[config.mk]
export PLATFORM = sky130hd
export DESIGN_NAME = flash_boot_record_ctrl
export DESIGN_NICKNAME = d
export VERILOG_FILES = /design/src/rtl/flash_boot_record_ctrl.sv
export SDC_FILE = /design/constraint.sdc
export NUM_CORES = 1
export LEC_CHECK = 0
export ABC_CLOCK_PERIOD_IN_PS = 2190
export BUFFER_PORTS_ARGS = -buffer_cell sky130_fd_sc_hd__buf_2
export CORE_ASPECT_RATIO = 1.25
export CORE_UTILIZATION = 51
export CTS_CLUSTER_DIAMETER = 200
export DETAILED_ROUTE_END_ITERATION = 7
export GPL_TIMING_DRIVEN = 1
export PLACE_DENSITY_LB_ADDON = 0.15
export SYNTH_ARGS = -nofsm -noshare
export SYNTH_HDL_FRONTEND = slang
export SYNTH_SLANG_ARGS = --single-unit
[constraint.sdc]
create_clock -name clk_i -period 2.19 [get_ports clk_i]
set_input_delay 0.219 -clock clk_i [delete_from_list [all_inputs] [get_ports clk_i]]
set_output_delay 0.219 -clock clk_i [all_outputs]
set_load 0.02 [all_outputs]
[src/rtl/flash_boot_record_ctrl.sv]
`default_nettype none
//==============================================================================
// Module      : flash_boot_record_ctrl
// Description : CPLD-side owner of the parallel CFI (Intel command set) flash
//               while the PFL is off the bus. Reads the boot-page record that
//               selects the PFL fpga_pgm page, and on request rewrites it
//               (clear status, unlock, block erase, word program, status poll).
// Ports       : clk_i/sys_reset_i      clock, async active-high reset
//               req_i/op_i/wr_page_i   operation request (0 read, 1 write)
//               busy_o/done_o/err_o    handshake and completion status
//               rd_page_o/rd_valid_o   result of the last record read (held)
//               flash_*                flash bus (strobes active low)
// Revision    : 1.0 - initial release
//==============================================================================
module flash_boot_record_ctrl #(
  parameter logic [24:0] RECORD_ADDR  = 25'h1FF0000,
  parameter logic [7:0]  SIG          = 8'hA5,
  parameter logic [1:0]  DEFAULT_PAGE = 2'b00,
  parameter int          T_WP         = 6,
  parameter int          T_ACC        = 8,
  parameter logic [23:0] POLL_LIMIT   = 24'hFFFFFF
) (
  input  logic        clk_i,
  input  logic        sys_reset_i,
  input  logic        req_i,
  input  logic        op_i,
  input  logic [1:0]  wr_page_i,
  output logic        busy_o,
  output logic        done_o,
  output logic        err_o,
  output logic [1:0]  rd_page_o,
  output logic        rd_valid_o,
  output logic [24:0] flash_addr_o,
  output logic [15:0] flash_dq_out_o,
  output logic        flash_dq_oe_o,
  input  logic [15:0] flash_dq_in_i,
  output logic        flash_cen_o,
  output logic        flash_oen_o,
  output logic        flash_wen_o,
  output logic        flash_advn_o
);

  typedef enum logic [3:0] {
    S_IDLE, S_RD_ARR, S_RD_DATA, S_CLR_SR, S_UNLK1, S_UNLK2, S_ERS1, S_ERS2,
    S_ERS_POLL, S_PRG1, S_PRG2, S_PRG_POLL, S_ERR_CLR, S_RESTORE, S_FINISH
  } state_e;

  // Bus-cycle phases: SETUP/WP/HOLD make up a write, ACC/REC a read.
  typedef enum logic [2:0] {P_SETUP, P_WP, P_HOLD, P_ACC, P_REC} phase_e;

  localparam int                CNT_MAX   = (T_WP > T_ACC) ? T_WP : T_ACC;
  localparam int                CNT_W     = $clog2(CNT_MAX + 1);
  localparam logic [CNT_W-1:0]  WP_LAST   = CNT_W'(T_WP - 1);
  localparam logic [CNT_W-1:0]  ACC_LAST  = CNT_W'(T_ACC - 1);
  localparam logic [23:0]       POLL_LAST = POLL_LIMIT - 24'd1;

  function automatic logic is_read(input state_e s);
    return (s == S_RD_DATA) || (s == S_ERS_POLL) || (s == S_PRG_POLL);
  endfunction

  function automatic logic is_write(input state_e s);
    return (s == S_RD_ARR) || (s == S_CLR_SR) || (s == S_UNLK1) || (s == S_UNLK2) ||
           (s == S_ERS1) || (s == S_ERS2) || (s == S_PRG1) || (s == S_PRG2) ||
           (s == S_ERR_CLR) || (s == S_RESTORE);
  endfunction

  function automatic logic [15:0] cmd_word(input state_e s, input logic [1:0] page);
    logic [15:0] w;
    case (s)
      S_RD_ARR, S_RESTORE: w = 16'h00FF;
      S_CLR_SR, S_ERR_CLR: w = 16'h0050;
      S_UNLK1:             w = 16'h0060;
      S_UNLK2, S_ERS2:     w = 16'h00D0;
      S_ERS1:              w = 16'h0020;
      S_PRG1:              w = 16'h0040;
      S_PRG2:              w = {SIG, 6'b000000, page};
      default:             w = 16'h0000;
    endcase
    return w;
  endfunction

  state_e            state_q, state_d;
  phase_e            phase_q, phase_d;
  logic [CNT_W-1:0]  cnt_q, cnt_d;
  logic [23:0]       poll_cnt_q, poll_cnt_d;
  logic [15:0]       data_q, data_d;
  logic [1:0]        page_q, page_d;
  logic              err_pend_q, err_pend_d;
  logic              busy_q, busy_d;
  logic              done_q, done_d;
  logic              err_q, err_d;
  logic [1:0]        rd_page_q, rd_page_d;
  logic              rd_valid_q, rd_valid_d;
  logic              cen_q, cen_d;
  logic              oen_q, oen_d;
  logic              wen_q, wen_d;
  logic              dq_oe_q, dq_oe_d;
  logic [15:0]       dq_out_q, dq_out_d;
  logic              cyc_end;
  logic              restart_rd;
  logic              rec_valid;
  logic              sr_err;

  assign rec_valid = (data_q[15:8] == SIG) && (data_q[7:2] == 6'd0) && (data_q[1:0] != 2'b11);
  assign sr_err    = data_q[5] | data_q[4] | data_q[3] | data_q[1];

  always_comb begin
    state_d    = state_q;
    phase_d    = phase_q;
    cnt_d      = cnt_q;
    poll_cnt_d = poll_cnt_q;
    data_d     = data_q;
    page_d     = page_q;
    err_pend_d = err_pend_q;
    err_d      = err_q;
    rd_page_d  = rd_page_q;
    rd_valid_d = rd_valid_q;
    done_d     = 1'b0;
    cyc_end    = 1'b0;
    restart_rd = 1'b0;

    // Bus-cycle engine; cyc_end marks the last clock of the current cycle.
    if (state_q != S_IDLE && state_q != S_FINISH) begin
      case (phase_q)
        P_SETUP: begin
          phase_d = P_WP;
          cnt_d   = '0;
        end
        P_WP: begin
          if (cnt_q == WP_LAST) phase_d = P_HOLD;
          else                  cnt_d   = cnt_q + CNT_W'(1);
        end
        P_ACC: begin
          if (cnt_q == ACC_LAST) begin
            phase_d = P_REC;
            data_d  = flash_dq_in_i;
          end else begin
            cnt_d = cnt_q + CNT_W'(1);
          end
        end
        default: cyc_end = 1'b1;   // P_HOLD, P_REC
      endcase
    end

    case (state_q)
      S_IDLE: begin
        if (req_i) begin
          err_d      = 1'b0;
          err_pend_d = 1'b0;
          if (!op_i) begin
            state_d = S_RD_ARR;
          end else if (wr_page_i == 2'b11) begin
            state_d    = S_FINISH;
            err_pend_d = 1'b1;
          end else begin
            page_d  = wr_page_i;
            state_d = S_CLR_SR;
          end
        end
      end
      S_FINISH: begin
        state_d = S_IDLE;
        done_d  = 1'b1;
        err_d   = err_pend_q;
      end
      default: begin
        if (cyc_end) begin
          case (state_q)
            S_RD_ARR:  state_d = S_RD_DATA;
            S_RD_DATA: begin
              rd_page_d  = rec_valid ? data_q[1:0] : DEFAULT_PAGE;
              rd_valid_d = rec_valid;
              state_d    = S_FINISH;
            end
            S_CLR_SR:  state_d = S_UNLK1;
            S_UNLK1:   state_d = S_UNLK2;
            S_UNLK2:   state_d = S_ERS1;
            S_ERS1:    state_d = S_ERS2;
            S_ERS2:    state_d = S_ERS_POLL;
            S_PRG1:    state_d = S_PRG2;
            S_PRG2:    state_d = S_PRG_POLL;
            S_ERR_CLR: state_d = S_RESTORE;
            S_RESTORE: state_d = S_FINISH;
            S_ERS_POLL, S_PRG_POLL: begin
              if (data_q[7]) begin
                if (sr_err) begin
                  state_d    = S_ERR_CLR;
                  err_pend_d = 1'b1;
                end else begin
                  state_d = (state_q == S_ERS_POLL) ? S_PRG1 : S_RESTORE;
                end
              end else if (poll_cnt_q == POLL_LAST) begin
                state_d    = S_ERR_CLR;
                err_pend_d = 1'b1;
              end else begin
                poll_cnt_d = poll_cnt_q + 24'd1;
                restart_rd = 1'b1;
              end
            end
            default: state_d = S_IDLE;
          endcase
        end
      end
    endcase

    // Every state change starts a fresh bus cycle and clears the poll count.
    if (state_d != state_q) begin
      phase_d    = is_read(state_d) ? P_ACC : P_SETUP;
      cnt_d      = '0;
      poll_cnt_d = '0;
    end else if (restart_rd) begin
      phase_d = P_ACC;
      cnt_d   = '0;
    end

    // Flash strobes are decoded from the next state so they leave flops.
    cen_d    = 1'b1;
    oen_d    = 1'b1;
    wen_d    = 1'b1;
    dq_oe_d  = 1'b0;
    dq_out_d = 16'h0000;
    if (is_write(state_d)) begin
      cen_d    = 1'b0;
      dq_oe_d  = 1'b1;
      dq_out_d = cmd_word(state_d, page_d);
      wen_d    = (phase_d != P_WP);
    end else if (is_read(state_d) && phase_d == P_ACC) begin
      cen_d = 1'b0;
      oen_d = 1'b0;
    end
    busy_d = (state_d != S_IDLE);
  end

  always_ff @(posedge clk_i or posedge sys_reset_i) begin
    if (sys_reset_i) begin
      state_q    <= S_IDLE;
      phase_q    <= P_SETUP;
      cnt_q      <= '0;
      poll_cnt_q <= '0;
      data_q     <= 16'h0000;
      page_q     <= 2'b00;
      err_pend_q <= 1'b0;
      busy_q     <= 1'b0;
      done_q     <= 1'b0;
      err_q      <= 1'b0;
      rd_page_q  <= DEFAULT_PAGE;
      rd_valid_q <= 1'b0;
      cen_q      <= 1'b1;
      oen_q      <= 1'b1;
      wen_q      <= 1'b1;
      dq_oe_q    <= 1'b0;
      dq_out_q   <= 16'h0000;
    end else begin
      state_q    <= state_d;
      phase_q    <= phase_d;
      cnt_q      <= cnt_d;
      poll_cnt_q <= poll_cnt_d;
      data_q     <= data_d;
      page_q     <= page_d;
      err_pend_q <= err_pend_d;
      busy_q     <= busy_d;
      done_q     <= done_d;
      err_q      <= err_d;
      rd_page_q  <= rd_page_d;
      rd_valid_q <= rd_valid_d;
      cen_q      <= cen_d;
      oen_q      <= oen_d;
      wen_q      <= wen_d;
      dq_oe_q    <= dq_oe_d;
      dq_out_q   <= dq_out_d;
    end
  end

  assign busy_o         = busy_q;
  assign done_o         = done_q;
  assign err_o          = err_q;
  assign rd_page_o      = rd_page_q;
  assign rd_valid_o     = rd_valid_q;
  assign flash_addr_o   = RECORD_ADDR;
  assign flash_dq_out_o = dq_out_q;
  assign flash_dq_oe_o  = dq_oe_q;
  assign flash_cen_o    = cen_q;
  assign flash_oen_o    = oen_q;
  assign flash_wen_o    = wen_q;
  assign flash_advn_o   = 1'b0;

endmodule
`default_nettype wire
==> summary.txt, run 1 <==
Place
  – Global placer's final weighted congestion: around 0.87
  – IO buf count: 43
  – Post-DP HPWL: 6296 um
  – Post-placement cell area: around 4800 um2

Power
  – Clock share of power: around 16%
  – Power Dens Cells: 1245 nW/um2
  – P_sw: ~2700 uW
  – Total power: between 6000 and 7000 uW
  – Leakage: about 0.0024 uW
  – Internal power: around 3700 uW
  – Maximum VDD drop: slightly above 0.9 mV
  – Sw Share: 42.88%
  – Seq pwr share: a little over a quarter
  – Comb pwr share: between 50 and 60%

Timing
  – Final setup fails: 1
  – Post-Route Skew: ~0.015 ns
  – Endpoints failing hold: 0
  – Max Freq: around 450 MHz
  – Final Cycle Share: 100.7%
  – Final WS setup: -0.01638 ns
  – Number of max-slew violations in the final report: 0
  – Unrepaired setup endpoints after global routing: true
  – Min Tclk post-route: ~2.2 ns

Die
  – DIE HEIGHT: 102.1 um
  – Total core area: 7792 um2
  – Initial core utilization: a little over half
  – DIE WIDTH: just over 80 um
  – Core Rows: 36
  – Die Footprint: 8382 um2
  – I/O Pins: 74

Drt
  – Vias per inst: 5.342
  – Drc violations: 0
  – Drt pass-1 iters: 4
  – Routed WL: about 8700 um
  – ANT nets after route: 0
  – WL met2: 4703 um
  – Highest Signal Layer: met4
  – 1st-iter DRT viols: about 210
  – Wire length per cell: approximately 14 um
  – DR vias: 3323
  – WL met1: approximately 3500 um
  – Met3 wire length: 278 um

Synth
  – Post-synth EDFFs: 0
  – Post-Synthesis Cell Area: between 4000 and 5000 um2
  – Syn Inst Count: 410
  – Yosys warns: 0
  – Predominant post-synthesis flop cell: dfrtp_1
  – Main combinational cell family by area after synthesis: simple AND/OR/NAND/NOR gates
  – Synth Area per Inst: ~10 um2
  – Register bit total from synthesis: between 70 and 80
  – FFs w/ async S/R, synth: between 90% and 100%
  – Synth Area in Adders: 1.224%
  – Seq/Total Area, Yosys: 44.16%
  – Distinct cell type count after synthesis: 72
  – Post-synthesis compound-gate area fraction: between 10% and 20%
  – Multiplexer share of the synthesized area: 4.621%
  – XOR/XNOR share of the synthesized area: a little over 5%
  – Synth Area in Simple Gates: approximately a fifth

Run status
  – Outcome: complete, but fails checks
  – Failing checks: setup timing

Hold path
  – Hold Crit Class: primary input to register
  – Hold-critical path endpoint: data_q[13]$_DFFE_PP0P_
  – Hold_sp: flash_dq_in_i[13]
  – Hold path cells: 2

Global routing
  – Pin count of the biggest net entering global routing: between 70 and 80
  – Antenna violations before repair: 0
  – First-pass GRT wire length: between 10000 and 15000 um
  – Total gr overflow: 0
  – GR Util All Layers: 23.27%
  – Vias in the first global route: about 3300

Layout
  – Most frequent cells in the layout: 77 x buf_4, 68 x dfrtp_1, 43 x buf_2
  – Layout cell share with drive strength beyond 1: about two fifths
  – Design Area, Final: slightly above 5000 um2
  – Area grow syn2layout: 25.73%
  – Diode count: 0
  – Commonest non-fill, non-tap cell in the layout: buf_4
  – Nets@finish: 548
  – Filler cells: between 600 and 700

Critical path
  – RR Startpoint: state_q[1]$_DFF_PP0_
  – Reg-to-reg endpoint: flash_cen_o$_DFF_PP1_
  – Worst EP arrival: approximately 2.5 ns
  – Setup crit start kind: register
  – Register-to-register path setup slack: -0.02 ns
  – Worst r2r path cells: 10
  – CP Capture Type: register
  – WP data required: approximately 2.5 ns
  – Crit Path Max Fanout: 10
  – Setup Crit Path Kind: register to register

Run
  – Max-cap viol count: 0

Clock tree
  – Clock sinks: just over 70
  – Clock Latency Late Sink: approximately 0.35 ns
  – Worst-path clk slew: around 0.09 ns
  – TritonCTS clock tree: yes
  – CTS Buf Count: 9
  – Root buffer cell: clkbuf_8
  – H-tree lvl count: 3
  – Clock buffer depth: 2
how the worst max path moves through the flow:
stage / start / endpoint / slack (ns) / cells after the start
finish: state_q[1]$_DFF_PP0_ / flash_cen_o$_DFF_PP1_ / -0.02 / 10
global route: data_q[3]$_DFFE_PP0P_ / flash_dq_out_o[5]$_DFF_PP0_ / -0.12 / 7
CTS: state_q[1]$_DFF_PP0_ / cnt_q[2]$_DFFE_PP0P_ / 0.004 / 7
detailed placement: poll_cnt_q[5]$_DFFE_PP0P_ / phase_q[0]$_DFF_PP0_ / -0.11 / 8
global placement: phase_q[1]$_DFF_PP0_ / flash_cen_o$_DFF_PP1_ / -0.04 / 8
floorplan: poll_cnt_q[3]$_DFFE_PP0P_ / phase_q[0]$_DFF_PP0_ / 0.008 / 8
logic make-up after synthesis:
family | after synthesis
adder cells (fa/ha/maj) | 4
flip-flops | 72
AO/OA/AOI/OAI | 74
AND/OR/NAND/NOR | 154
XOR/XNOR | 23
other | 2
buffers and inverters | 64
multiplexers | 17
through the flow:
step	setup WS [ns]	TNS [ns]	utilization [%]	hold WS [ns]	std cells
after global routing	-0.1246	-1.017	65.98	0.06966	622
after detailed placement	-0.1067	-0.9480	60.98	0.3358	599
after CTS	0.003554	0	64.63	0.07125	618
after floorplan	0.007626	0	-	0.3358	438
final	-0.01638	-0.01638	65.98	0.08838	622
after global placement	-0.03643	-0.08894	60.98	0.3288	599
Yosys cell counts, types with 3 or more instances:
cell type,n,area (um2)
a21o_1,5,37.54
a21oi_1,16,80.08
a31oi_1,4,25.02
and3_1,5,31.28
and4_1,5,43.79
buf_2,8,40.04
buf_4,35,262.8
clkbuf_1,4,15.01
dfrtp_1,69,1727
dfstp_2,3,78.83
ha_1,4,50.05
inv_1,11,41.29
mux2_2,15,168.9
nand2_1,26,97.59
nand2b_1,9,56.30
nand3_1,13,65.06
nand4_1,10,62.56
nor2_1,41,153.9
nor2_2,4,25.02
nor2b_1,3,18.77
nor3_1,10,50.05
nor3b_1,3,22.52
o211ai_1,4,30.03
o21ai_0,12,60.06
or3_1,7,43.79
xnor2_1,12,105.1
xor2_1,10,87.58
state kept, by name, summed over array words and instances (netlist names):
name / count
flash_oen_o: 1
poll_cnt_q: 24
err_o: 1
flash_wen_o: 1
busy_o: 1
done_o: 1
rd_valid_o: 1
flash_cen_o: 1
err_pend_q: 1
data_q: 16
rd_page_o: 2
cnt_q: 4
flash_dq_oe_o: 1
flash_dq_out_o: 8
phase_q: 3
state_q: 4
page_q: 2
critical path: stages, from the launching register on:
cell     delay (ns)
dfrtp_1        0.44
buf_4          0.19
inv_1          0.07
buf_4          0.13
o21ai_0        0.11
a31oi_2        0.30
o21ai_4        0.11
nand2_2        0.11
inv_2          0.08
or3_1          0.38
a41oi_2        0.20
layer usage:
| metal | vias to the layer above | GRT usage (%) |
|---|---|---|
| li1 | 1612 | - |
| met1 | 1613 | 26.49 |
| met2 | 81 | 40.94 |
| met3 | 17 | 5.089 |
| met4 | 0 | 10.66 |
| met5 | - | 0 |
power by group through the flow:
stage / clock, uW / combinational (uW) / sequential (uW)
2_1_floorplan: 0 / 2130 / 1790
3_3_place_gp: 0 / 3280 / 1710
3_5_place_dp: 0 / 3330 / 1710
4_1_cts: 1070 / 3480 / 1680
5_1_grt: 1130 / 4010 / 1720
6_report: 1030 / 3680 / 1690
what timing repair did:
action                                  in CTS  in global routing
pin swaps                                    4                 12
resized for setup                           16                 17
endpoints found under the setup margin      30                 39
endpoints found under the hold margin       69                  0
hold buffers                                 1                  0
setup buffers                                2                  4
cell type report:
| cell class | count | area, um2 | share of cell area [%] |
|---|---|---|---|
| Inverter | 13 | 48.80 | 0.9491 |
| Timing Repair Buffer | 124 | 845.8 | 16.45 |
| Sequential cell | 72 | 1807 | 35.14 |
| Multi-Input combinational cell | 302 | 2128 | 41.40 |
| Clock inverter | 7 | 68.82 | 1.339 |
| Clock buffer | 9 | 123.9 | 2.409 |
| Tap cell | 95 | 118.9 | 2.312 |
Note: power is estimated with default switching activity, not from simulation.
==> inputs of run 2 (changes only) <==
--- a/config.mk
+++ b/config.mk
@@ -5,6 +5,7 @@
 export SDC_FILE = /design/constraint.sdc
 export NUM_CORES = 1
 export LEC_CHECK = 0
+export ABC_AREA = 1
 export ABC_CLOCK_PERIOD_IN_PS = 2190
 export BUFFER_PORTS_ARGS = -buffer_cell sky130_fd_sc_hd__buf_2
 export CORE_ASPECT_RATIO = 1.25
==> summary.txt, run 2 <==
Die
  – Initial core utilization: 52.47% (about the same)
  – Total core area: 8240 um2 (+5.7%)
  – Die Footprint: 8854 um2 (+5.6%)
  – DIE HEIGHT: 105.0 um (+2.8%)
  – Core Rows: 37 (+2.8%)
  – DIE WIDTH: 84.36 um (+2.8%)
  – I/O Pins: 74 (unchanged)

Global routing
  – Antenna violations before repair: 0 (unchanged)
  – Pin count of the biggest net entering global routing: 34 (-53%)
  – Total gr overflow: 0 (unchanged)
  – First-pass GRT wire length: 16730 um (+13%)
  – Vias in the first global route: 3825 (+16%)
  – GR Util All Layers: 24.07% (+0.80 points)

Critical path
  – WP data required: 2.47 ns (about the same)
  – Worst path slowest cell: dfrtp_1
  – Setup crit start kind: register
  – Worst r2r path cells: 20 (+10)
  – CP Capture Type: register
  – Crit Path Max Fanout: 6 (-4)
  – Cell with the most instances on the worst path: nand2_1
  – Register-to-register path setup slack: -0.06 ns (-0.04 ns)
  – Setup Crit Path Kind: register to register
  – Worst EP arrival: 2.53 ns (+0.04 ns)
  – Crit-path cells: inv_2 > ha_4 > inv_2 > nor2_2 > nand2_1 > nor2_1 > nand2_1 > buf_4 > nand3_1 > nand2_1 > nand2_2 > nand2_2 > nand2_1 > nand3_2 > nor2_4 > nand2_4 > nor2_8 > buf_6 > nand2_4 > o31ai_4
  – Max incr delay on CP: 0.39 ns (-0.05 ns)

Clock tree
  – Clock Latency Late Sink: 0.36 ns (about the same)
  – Clock sinks: 72 (unchanged)
  – Clock buffer depth: 2 (unchanged)
  – H-tree lvl count: 3 (unchanged)
  – CTS Buf Count: 9 (unchanged)
  – TritonCTS clock tree: yes
  – Root buffer cell: clkbuf_8
  – Worst-path clk slew: 0.08 ns (about the same)

Timing
  – Endpoints failing hold: 0 (unchanged)
  – Final setup fails: 22 (+21)
  – Worst Max-Slew Pin Slew: between 0.5 and 0.6 ns
  – Unrepaired setup endpoints after global routing: true
  – Max_slew headroom: about 63%
  – Final WS setup: -0.05968 ns (-0.04330 ns)
  – Min Tclk post-route: 2.250 ns (+0.04330 ns)
  – Max Freq: 444.5 MHz (-1.9%)
  – Number of max-slew violations in the final report: 0 (unchanged)
  – Final Cycle Share: 102.7% (+2.0 points)
  – Post-Route Skew: 0.006399 ns (-0.009010 ns)

Place
  – Post-DP HPWL: 7411 um (+18%)
  – Cells after DPL: 710 (+19%)
  – IO buf count: 43 (unchanged)
  – Global placer's final weighted congestion: 0.9110 (+4.9%)
  – Place WS: -0.3443 ns (-0.2377 ns)

Layout
  – Final Core Density: 67.14% (+1.2 points)
  – Largest register FFs: 24 (unchanged)
  – Area grow syn2layout: 27.95%
  – Commonest non-fill, non-tap cell in the layout: nand2_1
  – Nets@finish: 667 (+22%)
  – Diode count: 0 (unchanged)
  – Post-route insts no fill: 743 (+19%)
  – Biggest register: poll_cnt_q
  – Most frequent cells in the layout: 80 x nand2_1, 74 x buf_4, 66 x dfrtp_1
  – Layout cell share with drive strength beyond 1: 39.16% (+0.26 points)
  – Filler cells: 714 (+16%)

Synth
  – Most frequent cells after synthesis: 92 x nand2_1, 69 x dfrtp_1, 64 x nor2_1, 57 x inv_1, 35 x buf_4
  – Seq/Total Area, Yosys: 41.75% (-2.4 points)
  – Distinct cell type count after synthesis: 46 (-36%)
  – Syn Inst Count: 513 (+25%)
  – Synth area leaders: dfrtp_1 40%, nand2_1 8.0%, buf_4 6.1%, nor2_1 5.6%, inv_1 4.9%
  – Count leader, synth: nand2_1
  – FFs w/ async S/R, synth: 100.0% (unchanged)
  – Register bit total from synthesis: 72 (unchanged)
  – Post-synth top area cell: dfrtp_1
  – Post-synth EDFFs: 0 (unchanged)
  – Synth Area per Inst: 8.429 um2 (-15%)
  – Synth top area share: 39.93% (-2.3 points)
  – Yosys warns: 0 (unchanged)
  – Predominant post-synthesis flop cell: dfrtp_1
  – Post-Synthesis Cell Area: 4324 um2 (+5.8%)

Drt
  – Drt pass-1 iters: 4 (unchanged)
  – Wire length per cell: 13.06 um (-6.7%)
  – ANT nets after route: 0 (unchanged)
  – DR vias: 3708 (+12%)
  – Vias per inst: 4.991 (-6.6%)
  – 1st-iter DRT viols: 133 (-37%)
  – Drc violations: 0 (unchanged)
  – Routed WL: 9704 um (+11%)

Power
  – Power Dens Cells: 1313 nW/um2 (+5.5%)
  – Total power: 7266 uW (+14%)
  – Maximum VDD drop: 0.8460 mV (-8.6%)
  – Leakage: 0.002746 uW (+15%)

Run status
  – Outcome: complete, but fails checks
  – Failing checks: setup timing

Hold path
  – Hold Crit Class: primary input to register
  – Hold path cells: 2 (unchanged)

Run
  – Max-cap viol count: 0 (unchanged)
[run 2: cell types whose count changed after synthesis, sizes merged, moves of 5 or more]
cell    change
a21o        -5
and3        -5
nand2      +85
and4        -6
o21ai       +8
nor2       +25
buf         -7
or3         -8
nand2b      -9
inv        +49
nand3      +10
o31ai       +8
[run 2: final cells by class]
cell class,count,area [um2],area share (%)
clock inverters,7,55.05,0.9950
inverters,62,240.2,4.342
repair buffers,131,970.9,17.55
clock buffers,9,123.9,2.239
flip-flops and latches,72,1809,32.70
multi-input cells,365,2212,39.98
well taps,97,121.4,2.194
[run 2: worst max-delay path: cells and delay by family (launching register included)]
family	cells	cell delay, ns
AOI/OAI and AO/OA	1	0.05
adders and majority gates	1	0.12
buffers and inverters	4	0.38
DFF	1	0.39
and+or+nand+nor	14	1.19
[run 2: final timing paths]
path,from,end
worst max-delay path,poll_cnt_q[0]$_DFFE_PP0P_,poll_cnt_q[21]$_DFFE_PP0P_
worst min-delay path,flash_dq_in_i[10],data_q[10]$_DFFE_PP0P_
worst max register to register,poll_cnt_q[0]$_DFFE_PP0P_,poll_cnt_q[21]$_DFFE_PP0P_
worst min register to register,data_q[15]$_DFFE_PP0P_,data_q[15]$_DFFE_PP0P_
max in group asynchronous,sys_reset_i,state_q[0]$_DFF_PP0_
min in group asynchronous,sys_reset_i,poll_cnt_q[7]$_DFFE_PP0P_
[run 2: stage by stage]
| stage | setup TNS, ns | instance area, um2 | hold slack [ns] |
|---|---|---|---|
| floorplan | 0 | 4429 | 0.3694 |
| global placement | -7.955 | 5020 | 0.2876 |
| detailed placement | -9.364 | 5020 | 0.3068 |
| CTS | -0.2400 | 5370 | 0.06479 |
| global route | -5.252 | 5533 | 0.06124 |
| finish | -0.7404 | 5533 | 0.08197 |
[run 2: cell families (layout without fill, tap and decap cells)]
logic type	after synthesis	after routing	synth area share, %
other	2	30	0.1737
buffers and inverters	104	209	12.82
flip-flops	72	72	41.75
AO/OA/AOI/OAI	59	59	9.983
multiplexers	11	11	2.865
AND/OR/NAND/NOR	239	239	26.79
adder cells (fa/ha/maj)	4	4	1.157
XOR/XNOR	22	22	4.456
[run 2: power by group]
part	leakage [uW]	total [uW]	internal (uW)	switching, uW
logic	0.00173	4560	1930	2630
clock network	0.0000862	972	420	553
registers	0.000924	1740	1590	149
[run 2: repair_timing]
item,in CTS,in global routing
resized for setup,17,44
setup buffers,11,5
hold buffers,1,0
pin swaps,10,12
setup endpoints to repair,42,38
gates cloned,0,0
hold endpoints to repair,23,0
[run 2: routing by layer]
metal	share of wire, %	GRT usage, %	up-vias
li1	-	-	1851
met5	0	0	-
met2	54	44.56	55
met1	42	27.25	1791
met3	2.5	4.818	11
met4	1.4	8.596	0
==> inputs of run 3 (changes only) <==
--- a/config.mk
+++ b/config.mk
@@ -9,10 +9,11 @@
 export ABC_CLOCK_PERIOD_IN_PS = 2190
 export BUFFER_PORTS_ARGS = -buffer_cell sky130_fd_sc_hd__buf_2
 export CORE_ASPECT_RATIO = 1.25
-export CORE_UTILIZATION = 51
+export CORE_UTILIZATION = 53
+export CTS_BUF_LIST = sky130_fd_sc_hd__clkbuf_2
 export CTS_CLUSTER_DIAMETER = 200
 export DETAILED_ROUTE_END_ITERATION = 7
-export GPL_TIMING_DRIVEN = 1
+export GPL_TIMING_DRIVEN = 0
 export PLACE_DENSITY_LB_ADDON = 0.15
 export SYNTH_ARGS = -nofsm -noshare
 export SYNTH_HDL_FRONTEND = slang
==> summary.txt, run 3 (synthesized netlist as in run 2, its figures left out) <==
Global routing
  – Pin count of the biggest net entering global routing: 73 (+110%)
  – Total gr overflow: 0 (unchanged)
  – GR Util All Layers: 25.14% (+1.1 points)
  – Antenna violations before repair: 0 (unchanged)
  – Vias in the first global route: 3627 (-5.2%)
  – First-pass GRT wire length: 15840 um (-5.3%)

Drt
  – Drc violations: 0 (unchanged)
  – Routed WL: 10000 um (+3.1%)
  – ANT nets after route: 0 (unchanged)
  – 1st-iter DRT viols: 162 (+22%)
  – Wire length per cell: 13.22 um (+1.2%)
  – Vias per inst: 5.110 (+2.4%)
  – Drt pass-1 iters: 4 (unchanged)
  – DR vias: 3868 (+4.3%)

Critical path
  – Cell with the most instances on the worst path: inv_4
  – RR Startpoint: state_q[1]$_DFF_PP0_
  – Setup crit start kind: register
  – Setup Crit Path Kind: register to register
  – Worst path slowest cell: dfrtp_2
  – Crit-path cells: inv_4 > nor2_8 > nand2_4 > nand2_8 > nor2_8 > inv_4 > a21oi_2 > nand2_1 > nand2_2 > buf_6 > nand3_1 > nand2_2 > nor2_4 > nand2_4 > buf_6 > inv_4 > nand4_1 > o21ai_2
  – CP startpoint: state_q[1]$_DFF_PP0_
  – CP Capture Type: register
  – Crit Path Max Fanout: 6 (unchanged)
  – Worst EP arrival: 2.81 ns (+0.28 ns)
  – WP data required: 2.65 ns (+0.18 ns)
  – Max incr delay on CP: 0.53 ns (+0.14 ns)

Timing
  – Endpoints failing hold: 0 (unchanged)
  – Min Tclk post-route: 2.350 ns (+0.1002 ns)
  – Number of max-slew violations in the final report: 0 (unchanged)
  – Max Freq: 425.6 MHz (-4.3%)
  – Final Cycle Share: 107.3% (+4.6 points)
  – Unrepaired setup endpoints after global routing: true
  – Final WS setup: -0.1599 ns (-0.1002 ns)
  – Post-Route Skew: 0.03299 ns (+0.02659 ns)
  – Max_slew headroom: 42.12% (-21 points)
  – Final setup fails: 33 (+50%)
  – Worst Max-Slew Pin Slew: 0.8682 ns (+0.3201 ns)

Hold path
  – Hold_sp: req_i
  – Hold Crit Class: primary input to register

Place
  – Global placer's final weighted congestion: 0.8855 (-2.8%)
  – Place WS: -0.3970 ns (-0.05267 ns)
  – Post-DP HPWL: 6635 um (-10%)
  – IO buf count: 43 (unchanged)
  – Cells after DPL: 679 (-4.4%)

Clock tree
  – Clock sinks: 72 (unchanged)
  – TritonCTS clock tree: yes
  – Root buffer cell: clkbuf_2
  – Clock buffer depth: 2 (unchanged)
  – H-tree lvl count: 3 (unchanged)
  – CTS Buf Count: 9 (unchanged)
  – Clock Latency Late Sink: 0.56 ns (+0.20 ns)
  – Worst-path clk slew: 0.19 ns (+0.11 ns)

Layout
  – Commonest non-fill, non-tap cell in the layout: nand2_1
  – Nets@finish: 684 (+2.5%)
  – Biggest register: poll_cnt_q
  – Largest register FFs: 24 (unchanged)
  – Diode count: 0 (unchanged)
  – Most frequent cells in the layout: 80 x nand2_1, 74 x buf_4, 65 x dfrtp_1
  – Layout cell share with drive strength beyond 1: 38.82% (-0.34 points)
  – Area grow syn2layout: 30.82%
  – Post-route insts no fill: 757 (+1.9%)

Die
  – I/O Pins: 74 (unchanged)
  – DIE WIDTH: 82.79 um (-1.9%)
  – Core Rows: 36 (-2.7%)
  – Die Footprint: 8526 um2 (-3.7%)
  – DIE HEIGHT: 103.0 um (-1.9%)
  – Initial core utilization: 55.17% (+2.7 points)
  – Total core area: 7838 um2 (-4.9%)

Power
  – Total power: 7052 uW (-2.9%)
  – Leakage: 0.002874 uW (+4.7%)
  – Maximum VDD drop: 1.119 mV (+32%)
  – Power Dens Cells: 1247 nW/um2 (-5.1%)

Run
  – Max-cap viol count: 0 (unchanged)

Run status
  – Failing checks: setup timing
  – Outcome: complete, but fails checks
## run 3: critical path, delay by kind of cell, from the launching register on
kind / cells / cell delay [ns]
flip-flops: 1 / 0.53
buffers and inverters: 5 / 0.47
AND/OR/NAND/NOR: 11 / 1.03
AO/OA/AOI/OAI: 2 / 0.19
## run 3: per-layer routing
metal	GRT usage [%]	routed length (um)	vias up
li1	-	-	1892
met1	27.66	3930	1863
met2	45.15	5447	83
met3	3.628	273	30
met4	14.72	352	0
met5	0	0	-
## run 3: what timing repair did
item | 4_1_cts | 5_1_grt
hold endpoints to repair | 87 | 0
cloned | 2 | 0
resized for setup | 52 | 28
buffers inserted | 30 | 13
endpoints found under the setup margin | 42 | 54
hold buffers | 19 | 0
pin swaps | 21 | 6
## run 3: layout make-up
cell class,instances,area [um2]
buffer,42,331.6
clock buffer,10,50.05
clock inverter,5,48.80
fill,607,2181
inverter,62,242.7
multi-input combinational,365,2270
sequential,72,1810
tap,95,118.9
timing repair buffer,106,784.5
## run 3: where the power goes
part / internal [uW] / total (uW) / leakage, uW / switching, uW
sequential: 1590 / 1730 / 0.000923 / 142
clock: 253 / 721 / 0.0000690 / 468
combinational: 1880 / 4600 / 0.00188 / 2720
total: 3720 / 7050 / 0.00287 / 3340
## run 3: path summary, 6_finish.rpt
| kind | cells after the start | endpoint | slack (ns) |
|---|---|---|---|
| min in group asynchronous | 3 | poll_cnt_q[0]$_DFFE_PP0P_ | 0.36 |
| min | 4 | err_o$_DFFE_PP0P_ | 0.03 |
| min reg2reg | 1 | data_q[15]$_DFFE_PP0P_ | 0.53 |
| max in group asynchronous | 3 | state_q[2]$_DFF_PP0_ | 1.22 |
| max | 18 | cnt_q[0]$_DFFE_PP0P_ | -0.16 |
| max reg2reg | 18 | cnt_q[0]$_DFFE_PP0P_ | -0.16 |
## run 3: through the flow
step / area (um2) / hold WS (ns) / util, % / TNS, ns
2_1_floorplan: 4429 / 0.3694 / - / 0
3_3_place_gp: 4763 / 0.4520 / 60.78 / -51.00
3_5_place_dp: 4766 / 0.4547 / 60.81 / -10.03
4_1_cts: 5479 / 0.009522 / 69.91 / -2.596
5_1_grt: 5657 / 0.02838 / 72.17 / -7.871
6_report: 5657 / 0.02590 / 72.17 / -3.988
